--- src/rtl/tournament_index_decoder_pkg.sv ---
// Shared types and constants for the tournament index decoder.
// Optional duplicate detection: TOURNAMENT_DUP_CHECK_EN.
package tournament_pkg;

    localparam int N_IN   = 32;
    localparam int IDX_W  = 5;
    localparam int TOPK   = 6;
    localparam int VAL_W  = 13;
    localparam int RANK_W = 3;

    typedef logic [IDX_W-1:0]  idx_t;
    typedef logic [RANK_W-1:0] rank_t;
    typedef logic [2:0]        layer_t;

    localparam rank_t  TOPK_R    = rank_t'(TOPK);
    localparam layer_t ROOT_L    = layer_t'(IDX_W);
    localparam layer_t LEAF_L    = 3'd1;

    typedef enum logic [1:0] {
        IDLE,
        WALK,
        EMIT
    } dec_state_e;

    typedef struct packed {
        logic [15:0] l1;
        logic [7:0]  l2;
        logic [3:0]  l3;
        logic [1:0]  l4;
        logic        l5;
    } cmp_vec_t;

    function automatic logic [N_IN-1:0] idx_onehot(input idx_t i);
        return N_IN'(1) << i;
    endfunction

endpackage

--- src/rtl/tournament_index_decoder_layer_mux.sv ---
// Picks compare bit p out of the latched vector of the current layer.
// Only the low IDX_W-1 path bits can address any layer.
module tournament_layer_mux
    import tournament_pkg::*;
(
    input  cmp_vec_t           i_vec,
    input  layer_t             i_layer,
    input  logic [IDX_W-2:0]   i_p,
    output logic               o_bit
);

    always_comb begin
        o_bit = 1'b0;
        unique case (i_layer)
            3'd5:    o_bit = i_vec.l5;
            3'd4:    o_bit = i_vec.l4[i_p[0]];
            3'd3:    o_bit = i_vec.l3[i_p[1:0]];
            3'd2:    o_bit = i_vec.l2[i_p[2:0]];
            3'd1:    o_bit = i_vec.l1[i_p[3:0]];
            default: o_bit = 1'b0;
        endcase
    end

endmodule

--- src/rtl/tournament_index_decoder.sv ---
// Root-to-leaf walk of a 32-input max tournament, one layer per clock.
// Duplicate detection is built only with TOURNAMENT_DUP_CHECK_EN.
module tournament_index_decoder
    import tournament_pkg::*;
(
    input  logic            i_clk,
    input  logic            i_rst,
    input  logic            i_in_valid,
    output logic            o_in_ready,
    input  logic [15:0]     i_cmp_l1,
    input  logic [7:0]      i_cmp_l2,
    input  logic [3:0]      i_cmp_l3,
    input  logic [1:0]      i_cmp_l4,
    input  logic            i_cmp_l5,
    output logic            o_idx_valid,
    input  logic            i_idx_ready,
    output idx_t            o_idx_out,
    output rank_t           o_rank_out,
    output logic [N_IN-1:0] o_sel_mask,
    output logic            o_round_done,
    output logic            o_dup_err
);

    dec_state_e      r_state;
    cmp_vec_t        r_vec;
    layer_t          r_layer;
    idx_t            r_p;
    rank_t           r_rank;
    logic [N_IN-1:0] r_mask;
    logic            r_idx_valid;
    logic            r_round_done;

    logic            w_bit;
    idx_t            w_p_next;
    rank_t           w_rank_inc;
    logic            w_enter_emit;

    tournament_layer_mux u_mux (
        .i_vec   (r_vec),
        .i_layer (r_layer),
        .i_p     (r_p[IDX_W-2:0]),
        .o_bit   (w_bit)
    );

    // A set compare bit means the even child won.
    assign w_p_next     = {r_p[IDX_W-2:0], ~w_bit};
    assign w_rank_inc   = r_rank + 1'b1;
    assign w_enter_emit = (r_state == WALK) && (r_layer == LEAF_L);

    always_ff @(posedge i_clk) begin
        if (i_rst) begin
            r_state      <= IDLE;
            r_vec        <= '0;
            r_layer      <= '0;
            r_p          <= '0;
            r_rank       <= '0;
            r_mask       <= '0;
            r_idx_valid  <= 1'b0;
            r_round_done <= 1'b0;
        end else begin
            r_round_done <= 1'b0;
            unique case (r_state)
                IDLE: begin
                    if (i_in_valid) begin
                        r_vec   <= '{l1: i_cmp_l1,
                                     l2: i_cmp_l2,
                                     l3: i_cmp_l3,
                                     l4: i_cmp_l4,
                                     l5: i_cmp_l5};
                        r_p     <= '0;
                        r_layer <= ROOT_L;
                        r_state <= WALK;
                    end
                end
                WALK: begin
                    r_p     <= w_p_next;
                    r_layer <= r_layer - 3'd1;
                    if (r_layer == LEAF_L) begin
                        r_state     <= EMIT;
                        r_idx_valid <= 1'b1;
                    end
                end
                EMIT: begin
                    if (i_idx_ready) begin
                        r_idx_valid <= 1'b0;
                        r_state     <= IDLE;
                        if (w_rank_inc == TOPK_R) begin
                            r_rank       <= '0;
                            r_mask       <= '0;
                            r_round_done <= 1'b1;
                        end else begin
                            r_rank <= w_rank_inc;
                            r_mask <= r_mask | idx_onehot(r_p);
                        end
                    end
                end
                default: begin
                    r_state     <= IDLE;
                    r_idx_valid <= 1'b0;
                end
            endcase
        end
    end

`ifdef TOURNAMENT_DUP_CHECK_EN
    logic r_dup_err;

    // Checked against the mask as it stands when the index first appears.
    always_ff @(posedge i_clk) begin
        if (i_rst) begin
            r_dup_err <= 1'b0;
        end else if (w_enter_emit && r_mask[w_p_next]) begin
            r_dup_err <= 1'b1;
        end
    end

    assign o_dup_err = r_dup_err;
`else
    logic w_unused_emit;

    assign w_unused_emit = w_enter_emit;
    assign o_dup_err     = 1'b0;
`endif

    assign o_in_ready   = (r_state == IDLE);
    assign o_idx_valid  = r_idx_valid;
    assign o_idx_out    = r_p;
    assign o_rank_out   = r_rank;
    assign o_sel_mask   = r_mask;
    assign o_round_done = r_round_done;

endmodule

--- config.mk ---
export PLATFORM = sky130hd
export DESIGN_NAME = tournament_index_decoder
export DESIGN_NICKNAME = d
export VERILOG_FILES = /design/src/rtl/tournament_index_decoder_pkg.sv /design/src/rtl/tournament_index_decoder_layer_mux.sv /design/src/rtl/tournament_index_decoder.sv
export SDC_FILE = /design/constraint.sdc
export NUM_CORES = 1
export LEC_CHECK = 0
export BUFFER_PORTS_ARGS = -buffer_cell sky130_fd_sc_hd__buf_2
export CORE_ASPECT_RATIO = 0.5
export CORE_UTILIZATION = 40
export CTS_BUF_LIST = sky130_fd_sc_hd__clkbuf_8
export CTS_CLUSTER_SIZE = 40
export DETAILED_ROUTE_END_ITERATION = 6
export GPL_ROUTABILITY_DRIVEN = 1
export SLEW_MARGIN = 20
export SYNTH_ARGS = -nofsm -noshare
export SYNTH_HDL_FRONTEND = slang
export SYNTH_SLANG_ARGS = --single-unit
export TNS_END_PERCENT = 1
--- constraint.sdc ---
create_clock -name i_clk -period 2.1 [get_ports i_clk]
set_input_delay 0.42 -clock i_clk [delete_from_list [all_inputs] [get_ports i_clk]]
set_output_delay 0.42 -clock i_clk [all_outputs]
set_load 0.03 [all_outputs]
==> flow_metrics.env <==
export IMPL_status="completed"
export IMPL_ys_seq_area_share_pct=49.7
export IMPL_ys_seq_elements=78
export IMPL_synth_compound_area_share_pct=16.5
export IMPL_holdCritPathClass="primary input to flip-flop"
export IMPL_diodes=0
export IMPL_cts_hold_buffers_added=0
export IMPL_track_usage_pct=19.1
export IMPL_drive_gt1_share_pct=23.3
export IMPL_core_area_sq_um=7460
export IMPL_ys_types=45
export IMPL_arrival_ns=1.50
export IMPL_worst_pin_slew_ns=0.673
export IMPL_place_ws_ns=0.315
export IMPL_synth_most_common_cell="dfxtp_1"
export IMPL_fin_ws_ns=0.182
export IMPL_peakVddDrop_mv=0.318
export IMPL_drv_slew=0
export IMPL_crit_path_end_kind="output pin"
export IMPL_clk_path_buf_depth=2
export IMPL_dp_hpwl_mm=5.22
export IMPL_synth_cells=374
export IMPL_die_h_microns=64.7
export IMPL_async_flop_share_pct=0
export IMPL_power_density_nw_per_um2=781
export IMPL_synth_mux_area_share_pct=4.74
export IMPL_clock_sinks=78
export IMPL_overflow=0
export IMPL_synth_simple_area_share_pct=20.8
export IMPL_cp_required_ns=1.68
export IMPL_clock_fmax_mhz=521
export IMPL_post_cts_resized=0
export IMPL_synth_top_family_by_area="simple AND/OR/NAND/NOR gates"
export IMPL_root_buffer="clkbuf_8"
export IMPL_cp_max_fo=14
export IMPL_syn_area_sq_um=3140
export IMPL_synth_edf_count=0
export IMPL_ys_top_cells_by_count="78 x dfxtp_1, 69 x a21oi_1, 66 x nand2_1"
export IMPL_max_slew_margin_pct=55.1
export IMPL_initial_core_util_pct=42.1
export IMPL_p_leak_nw=1.64
export IMPL_synth_top_cell_by_area="dfxtp_1"
export IMPL_cts_tree="built"
export IMPL_grt_pass1_wl_mm=12.1
export IMPL_clkLatencyLatePin_ns=0.35
export IMPL_dr_total_vias=2731
export IMPL_setup_viol=0
export IMPL_fin_worst_skew_ns=0.00901
export IMPL_syn_mean_instance_area_sq_um=8.40
export IMPL_area_delta_synth_final_pct=20.0
export IMPL_dieWidth_microns=127
export IMPL_num_io_pins=79
export IMPL_cts_setup_buffers=0
export IMPL_ys_top_cells_by_area="dfxtp_1 50%, a21oi_1 11%, nand2_1 7.9%"
export IMPL_criticalPathCategory="flip-flop to output pin"
export IMPL_holdWs_ns=0.299
export IMPL_hold_viol=0
export IMPL_startpoint_type="flip-flop"
export IMPL_drv_cap=0
export IMPL_fin_crit_ns=1.92
export IMPL_met3_usage_pct=6.52
export IMPL_drc_errors=0
export IMPL_grt_pass1_vias=2511
export IMPL_synth_top_area_share_pct=49.7
export IMPL_use_met2_pct=28.5
export IMPL_vias_per_cell=4.92
export IMPL_grt_max_degree=43
export IMPL_synth_nets=416
export IMPL_postRouteAntennaNets=0
export IMPL_rows=22
export IMPL_antenna_found_initial=0
export IMPL_clk_pin_slew_ns=0.08
export IMPL_fin_tns_setup_ns=0
export IMPL_htreeDepth=3
export IMPL_dpl_cell_area_sq_um=3600
export IMPL_gr_usage_met1_pct=25.7
export IMPL_period_share_pct=91.4
export IMPL_synth_xor_area_share_pct=0.558
export IMPL_gp_congestion=0.831
export IMPL_die_area_sq_um=8230
export IMPL_first_pass_iters=4
export IMPL_synthAdderAreaFrac_pct=2.79
export IMPL_grt_busiest_layer="met2"
export IMPL_total_power_mw=2.94
export IMPL_fin_nets=485
export IMPL_dr_first_iter_drc_count=190
export IMPL_cts_buffers=9
export IMPL_yosys_warnings=0
export IMPL_drt_wl_total_mm=7.20
export IMPL_final_cell_area_sq_um=3770
export IMPL_synth_top_flop_cell="dfxtp_1"
export IMPL_rsz0062_at_grt="no"
export IMPL_wire_per_inst_microns=13.0
export IMPL_port_buffers=77
==> report_power, final <==
group	internal, mW	leakage (nW)	switching (mW)
Combinational	0.143	0.915	0.209
Clock	0.481	0.0910	0.522
Sequential	1.54	0.634	0.0531
Total	2.16	1.64	0.784
==> worst paths after layout <==
path	startpoint	to	slack [ns]	cells past startpoint
hold / removal	i_cmp_l3[3]	r_vec[6]	0.30	3
setup / recovery	o_idx_out[1]	o_idx_out[1]	0.18	2
setup reg to reg	o_idx_out[1]	o_idx_out[0]	0.32	5
hold reg to reg	r_vec[27]	r_vec[27]	0.45	2
==> logic make-up after synthesis <==
group | count (synthesis)
xor gates and xnor gates | 2
DFF | 78
and+or+nand+nor | 152
buffers and inverters | 34
adders and majority gates | 7
AOI/OAI and AO/OA | 90
other | 1
muxes | 10
==> flip-flops by register name, summed over array words and instances, names as in the netlist <==
name and count:
r_layer 3, o_idx_valid 1, r_state 2, o_idx_out 5, o_sel_mask 32, r_vec 31, o_round_done 1, o_rank_out 3
==> final cells by class <==
type	count	area, sq um
clock inverters	4	22.5
flip-flops and latches	78	1560
fillers	761	3690
inverters	7	26.3
multi-input cells	262	1430
well taps	108	135
repair buffers	85	445
clock buffers	11	151
==> per-layer routing <==
layer	vias up	wire length (microns)
li1	1402	-
met5	-	0
met2	86	3140
met1	1239	3540
met4	0	47
met3	4	476
==> cells in the final DEF, fill, tap and decap left out, types with 2 or more instances in the layout <==
cell / netlist / final
a2111oi_0: 3 / 3
and3_1: 2 / 2
nand3b_1: 2 / 2
a22oi_1: 5 / 5
clkinv_2: 0 / 3
nor3b_1: 2 / 2
mux4_1: 2 / 2
dfxtp_1: 78 / 78
nor3_1: 5 / 5
nand2b_1: 5 / 5
nand3_1: 5 / 5
inv_1: 7 / 7
buf_4: 1 / 8
mux2i_1: 4 / 4
mux2_2: 2 / 2
nand2_1: 66 / 66
o21ai_0: 3 / 3
a21oi_1: 69 / 69
clkbuf_8: 0 / 11
nor2_1: 52 / 52
buf_2: 10 / 77
ha_1: 7 / 7
nor2b_1: 6 / 6
o21bai_1: 2 / 2
==> per-stage QoR <==
step                std cells  util [%]
detailed placement        540      48.2
finish                    555      50.5
global placement          540      48.2
CTS                       555      50.5
global route              555      50.5
floorplan                 374         -
==> critical path: stages (launching register included) <==
cell     delay, ns
dfxtp_1       0.67
buf_4         0.26
buf_2         0.21
Power figures use the tool's default switching activity.
